### config.mk
export PLATFORM = sky130hd
export DESIGN_NAME = controller_pro_mc
export DESIGN_NICKNAME = d
export VERILOG_FILES = /design/src/rtl/ctrl_pro_pkg.sv /design/src/rtl/clk_low_tick.sv /design/src/rtl/controller_pro_mc.sv
export SDC_FILE = /design/constraint.sdc
export NUM_CORES = 1
export LEC_CHECK = 0
export ABC_CLOCK_PERIOD_IN_PS = 4760
export CAP_MARGIN = 20
export CORE_MARGIN = 2
export CORE_UTILIZATION = 60
export CTS_CLUSTER_DIAMETER = 100
export DETAILED_ROUTE_END_ITERATION = 16
export DONT_BUFFER_PORTS = 1
export GPL_TIMING_DRIVEN = 0
export HOLD_SLACK_MARGIN = 0.03
export PLACE_DENSITY = 0.76
export SLEW_MARGIN = 20
export SYNTH_ARGS = -nofsm -noshare
export SYNTH_HDL_FRONTEND = slang
export SYNTH_HIERARCHICAL = 1
export SYNTH_SLANG_ARGS = --single-unit
### constraint.sdc
create_clock -name clk_main -period 4.76 [get_ports clk_main]
set_clock_uncertainty 0.05 [all_clocks]
set_input_delay 0.476 -clock clk_main [delete_from_list [all_inputs] [get_ports clk_main]]
set_output_delay 0.476 -clock clk_main [all_outputs]
set_load 0.03 [all_outputs]
### src/rtl/ctrl_pro_pkg.sv
// Shared state encodings, default widths and length clamp for the sampling sequencer.
package ctrl_pro_pkg;

  localparam int N_CH_DEF    = 4;
  localparam int BIT_W1_DEF  = 15;
  localparam int BIT_W4_DEF  = 20;
  localparam int BIT_FRM_DEF = 16;

  typedef enum logic [2:0] {
    S_IDLE = 3'd0,
    S_INIT = 3'd1,
    S_ISI  = 3'd2,
    S_PROC = 3'd3,
    S_WRAP = 3'd4
  } state_t;

  function automatic logic [31:0] clamp1(input logic [31:0] len);
    return (len == 32'd0) ? 32'd1 : len;
  endfunction

endpackage

### src/rtl/clk_low_tick.sv
// Brings clk_low into clk_main: 2-flop synchroniser plus registered rising-edge detect.
// tick is a one-cycle pulse, 3 clk_main edges after the clk_low rising edge.
module clk_low_tick (
  input  logic clk_main,
  input  logic rst,
  input  logic clk_low,
  output logic tick
);

  logic sync1;
  logic sync2;
  logic sync2_d;

  always_ff @(posedge clk_main or negedge rst) begin
    if (!rst) begin
      sync1   <= 1'b0;
      sync2   <= 1'b0;
      sync2_d <= 1'b0;
      tick    <= 1'b0;
    end else begin
      sync1   <= clk_low;
      sync2   <= sync1;
      sync2_d <= sync2;
      tick    <= sync2 & ~sync2_d;
    end
  end

endmodule

### src/rtl/controller_pro_mc.sv
// Landscape-sampling sequencer: ISI-record window in clk_low ticks, processing window in
// clk_main cycles, frame realigned to clk_low; control outputs registered (one cycle lag).
module controller_pro_mc
  import ctrl_pro_pkg::*;
#(
  parameter int N_CH    = N_CH_DEF,
  parameter int BIT_W1  = BIT_W1_DEF,
  parameter int BIT_W4  = BIT_W4_DEF,
  parameter int BIT_FRM = BIT_FRM_DEF
) (
  input  logic               clk_main,
  input  logic               rst,
  input  logic               clk_low,
  input  logic               start,
  input  logic               mode_cont,
  input  logic               abort,
  input  logic [BIT_W1-1:0]  w1_len,
  input  logic [BIT_W4-1:0]  w4_len,
  input  logic [N_CH-1:0]    tstamp_z,
  output logic [N_CH-1:0]    ce_cnt_4,
  output logic [N_CH-1:0]    clr_cnt_4,
  output logic               clr_ram_zout,
  output logic               we_zout,
  output logic               ce_ram,
  output logic               busy,
  output logic               done,
  output logic [2:0]         phase,
  output logic [BIT_W1-1:0]  w1_cnt,
  output logic [BIT_W4-1:0]  w4_cnt,
  output logic [BIT_FRM-1:0] frame_cnt
);

  state_t             state;
  state_t             state_nx;
  logic               tick;
  logic               run;
  logic               mode_q;
  logic [BIT_W1-1:0]  len_w1;
  logic [BIT_W4-1:0]  len_w4;

  logic [N_CH-1:0]    ce_cnt_4_d;
  logic [N_CH-1:0]    clr_cnt_4_d;
  logic               clr_ram_zout_d;
  logic               we_zout_d;
  logic               ce_ram_d;
  logic               busy_d;
  logic               done_d;

  clk_low_tick u_clk_low_tick (
    .clk_main (clk_main),
    .rst      (rst),
    .clk_low  (clk_low),
    .tick     (tick)
  );

  // An abort outside idle freezes all counting and forces idle decode.
  assign run   = !(abort && (state != S_IDLE));
  assign phase = state;

  always_ff @(posedge clk_main or negedge rst) begin
    if (!rst) begin
      state <= S_IDLE;
    end else begin
      state <= state_nx;
    end
  end

  always_comb begin
    state_nx = state;
    if (!run) begin
      state_nx = S_IDLE;
    end else begin
      case (state)
        S_IDLE:  if (start && !abort) state_nx = S_INIT;
        S_INIT:  state_nx = S_ISI;
        S_ISI:   if (w1_cnt == len_w1) state_nx = S_PROC;
        S_PROC:  if (w4_cnt == len_w4 - BIT_W4'(1)) state_nx = S_WRAP;
        S_WRAP:  if (tick) state_nx = mode_q ? S_INIT : S_IDLE;
        default: state_nx = S_IDLE;
      endcase
    end
  end

  // Lengths and mode are captured once per run so mid-run input changes are ignored.
  always_ff @(posedge clk_main or negedge rst) begin
    if (!rst) begin
      len_w1    <= '0;
      len_w4    <= '0;
      mode_q    <= 1'b0;
      w1_cnt    <= '0;
      w4_cnt    <= '0;
      frame_cnt <= '0;
    end else begin
      if (state == S_IDLE && state_nx == S_INIT) begin
        len_w1 <= BIT_W1'(clamp1(32'(w1_len)));
        len_w4 <= BIT_W4'(clamp1(32'(w4_len)));
        mode_q <= mode_cont;
      end
      if (run) begin
        case (state)
          S_INIT: begin
            w1_cnt <= '0;
            w4_cnt <= '0;
          end
          S_ISI:   if (tick && (w1_cnt < len_w1)) w1_cnt <= w1_cnt + BIT_W1'(1);
          S_PROC:  if (w4_cnt < len_w4) w4_cnt <= w4_cnt + BIT_W4'(1);
          S_WRAP:  if (tick) frame_cnt <= frame_cnt + BIT_FRM'(1);
          default: ;
        endcase
      end
    end
  end

  always_comb begin
    ce_cnt_4_d     = '0;
    clr_cnt_4_d    = '1;
    clr_ram_zout_d = 1'b1;
    we_zout_d      = 1'b0;
    ce_ram_d       = 1'b0;
    busy_d         = 1'b0;
    done_d         = 1'b0;
    if (run) begin
      case (state)
        S_INIT: busy_d = 1'b1;
        S_ISI: begin
          busy_d         = 1'b1;
          ce_ram_d       = 1'b1;
          clr_ram_zout_d = 1'b0;
          clr_cnt_4_d    = '0;
          // A tick arriving after the window is full belongs to no Cnt_4 sample.
          if (tick && (w1_cnt != len_w1)) begin
            ce_cnt_4_d  = '1;
            clr_cnt_4_d = tstamp_z;
          end
        end
        S_PROC: begin
          busy_d         = 1'b1;
          ce_ram_d       = 1'b1;
          we_zout_d      = 1'b1;
          clr_ram_zout_d = 1'b0;
        end
        S_WRAP: begin
          busy_d         = 1'b1;
          clr_ram_zout_d = 1'b0;
          done_d         = tick;
        end
        default: ;
      endcase
    end
  end

  always_ff @(posedge clk_main or negedge rst) begin
    if (!rst) begin
      ce_cnt_4     <= '0;
      clr_cnt_4    <= '1;
      clr_ram_zout <= 1'b1;
      we_zout      <= 1'b0;
      ce_ram       <= 1'b0;
      busy         <= 1'b0;
      done         <= 1'b0;
    end else begin
      ce_cnt_4     <= ce_cnt_4_d;
      clr_cnt_4    <= clr_cnt_4_d;
      clr_ram_zout <= clr_ram_zout_d;
      we_zout      <= we_zout_d;
      ce_ram       <= ce_ram_d;
      busy         <= busy_d;
      done         <= done_d;
    end
  end

endmodule

==> summary.txt <==
Routing
  • DR DRC count: 0
  • Via count: 4869
  • Total length of routed wires: 14800 um
  • DR iter-0 viols: 300
  • First drt pass iteration count: 4
  • Avg Vias per Cell: 6.12
  • WL/cell: 18.6 um
  • Antenna-violating nets left: 0

Final layout
  • Design area: 6690 sq um
  • Fin cells: 795
  • Nets: 738
  • # diodes: 0
  • Layout cells sized above 1: 12.3%
  • Layout area overhead: 6.47%

Placed design
  • Port bufs: 0
  • Post-Place Cells: 777
  • Detail Placement HPWL: 11200 um
  • Gpl congestion: 0.892
  • Placed inst area: 6450 sq um

Clock network
  • CTS Buf Count: 9
  • Maximum clock path buffer count: 2
  • Clock latency on the worst-skew pair: 0.39 ns
  • Post-CTS Setup Bufs: 0
  • Root Driver: clkbuf_8
  • Worst-path clk slew: 0.10 ns
  • CTS tree: yes
  • Htree depth: 3
  • Clk sinks: 104

Logic synthesis
  • Top cells by count, synth: dfrtp_1, inv_1, nor2_1, ha_1, mux2_2
  • Yosys top cell area share: 39.4%
  • Synth Flop Type: dfrtp_1
  • Netlist cell types: 66
  • Post-Synthesis Cells: 641
  • Synth warnings: 6
  • #FFs+latches synth: 104
  • Ranking of synthesized cells by area: dfrtp_1, ha_1, mux2_2
  • Syn_nets: 725
  • Largest area contributor in the netlist: dfrtp_1
  • Number of synthesized flops with an enable pin: 0
  • Most frequent cell after synthesis: dfrtp_1
  • Syn Std Cell Area: 6280 sq um
  • Async S/R FF share, synth: 100%
  • Register area share after synthesis: 41.5%
  • Post-Syn Area per Cell: 9.80 sq um

Die
  • I/O pin cnt: 112
  • Die footprint: 11300 sq um
  • Vert. Die Dim: 106 um
  • Core region area: 10200 sq um
  • Num rows: 37
  • Chip width: 106 um
  • Starting Density: 61.4%

Job
  • Max cap viols: 0

Setup path
  • Critical Path RT: 4.97 ns
  • CP arrival: 3.32 ns
  • CP Class: reg -> reg
  • Startpoint types: flip-flop
  • CP Capture Type: flip-flop
  • CP max FO: 9

STA
  • Fmax: 322 MHz
  • Setup-failing EPs final: 0
  • RSZ-0062 raised after global routing: no
  • Final hold vios: 0
  • Slew HR: 47.2%
  • Post-route minimum period: 3.10 ns
  • Actual slew at the worst max-slew pin: 0.785 ns
  • Slew Limit Fails: 0
  • Fin Setup TNS: 0 ns
  • Part of the cycle the worst path needs: 65.2%

Worst hold path
  • Hold Path Class: in -> reg

Pwr
  • Total power: 2.53 mW
  • VDD IR max: 0.261 mV
  • Cell Pwr Density: 379 nW/um^2
  • Pleak: 3.04 nW

Global routing
  • Initial antenna violation count: 0
  • Largest net degree at the start of global routing: 105
  • Vias in the first global route: 4978
  • Grt ovf: 0
  • GRT Total Usage: 27.2%
  • Wire length of the first global-routing pass: 24300 um

Outcome
  • Outcome: complete, no violations
-- cells in the final DEF (no fill, tap or decap), types with 17 or more instances in the layout --
| cell | instances |
|---|---|
| nand2_1 | 36 |
| inv_1 | 50 |
| nor3_1 | 17 |
| nand3_1 | 22 |
| mux2_2 | 37 |
| a21oi_1 | 30 |
| dfrtp_1 | 99 |
| xnor2_1 | 36 |
| o21ai_0 | 26 |
| nor2_1 | 43 |
| ha_1 | 39 |
| nand4_1 | 22 |
-- stage by stage --
step	hold slack, ns	util [%]	setup WS, ns
finish	0.0635	65.4	1.66
global route	0.0427	65.4	1.48
CTS	0.0475	65.4	1.67
detailed placement	0.133	63.1	1.68
global placement	0.134	63.1	1.77
floorplan	0.130	-	2.19
-- path summary, 6_finish.rpt --
path	startpoint	to	slack (ns)	depth (start not counted)
max	w1_cnt[14]	w1_cnt[1]	1.66	8
min	clk_low	u_clk_low_tick/sync1	0.06	0
max reg2reg	w1_cnt[14]	w1_cnt[1]	1.66	8
min reg2reg	u_clk_low_tick/sync1	u_clk_low_tick/sync2	0.31	0
max in group asynchronous	rst	clr_cnt_4[0]	3.57	2
min in group asynchronous	rst	w4_cnt[4]	0.65	2
-- flip-flops by register name, indices dropped and copies added, names as in the netlist --
| name | count |
|---|---|
| u_clk_low_tick/tick | 1 |
| done | 1 |
| u_clk_low_tick/sync1 | 1 |
| phase | 3 |
| busy | 1 |
| we_zout | 1 |
| clr_cnt_4 | 4 |
| w4_cnt | 20 |
| mode_q | 1 |
| len_w4 | 20 |
| ce_ram | 1 |
| u_clk_low_tick/sync2 | 1 |
| len_w1 | 15 |
| frame_cnt | 16 |
| ce_cnt_4 | 1 |
| w1_cnt | 15 |
| clr_ram_zout | 1 |
| u_clk_low_tick/sync2_d | 1 |
-- layout make-up --
cell class / instances / area, sq um
multi-input combinational: 460 / 3340
timing repair buffer: 2 / 37.5
inverter: 50 / 188
sequential: 104 / 2610
fill: 844 / 3540
tap: 136 / 170
clock inverter: 7 / 75.1
clock buffer: 9 / 124
buffer: 27 / 149
-- report_power, final --
| part | total (mW) | switching (mW) | internal (mW) |
|---|---|---|---|
| sequential | 1.22 | 0.191 | 1.03 |
| combinational | 0.736 | 0.401 | 0.335 |
| clock | 0.578 | 0.329 | 0.249 |
| total | 2.53 | 0.920 | 1.61 |
-- metal layers --
metal	vias to the layer above	wire length (um)	share of wire, %	track usage (%)
li1	2312	-	-	-
met1	2354	5910	40	31.7
met2	169	7480	51	48.0
met3	34	977	6.6	6.99
met4	0	405	2.7	10.3
met5	-	0	0	0
-- timing repair --
item	4_1_cts	5_1_grt
endpoints found under the hold margin	104	0
resized for setup	0	0
hold buffers	2	0
-- critical path: stages (launching register included) --
cell and delay [ns]:
dfrtp_1 0.55, ha_1 0.40, nand4_1 0.13, nor2_1 0.25, o21ai_0 0.13, a21oi_1 0.56
nor2_1 0.29, nor2_1 0.24, mux2_2 0.37
-- kinds of logic (layout without fill, tap and decap cells) --
logic type,Yosys count,count (layout),share of synthesized area [%]
simple gates,223,223,19.9
buf+inv,77,95,5.36
flops,104,104,41.5
mux,48,48,8.38
fa+ha+maj,39,39,7.76
xor+xnor,51,51,7.11
compound gates,99,99,9.95
Power figures use the tool's default switching activity.
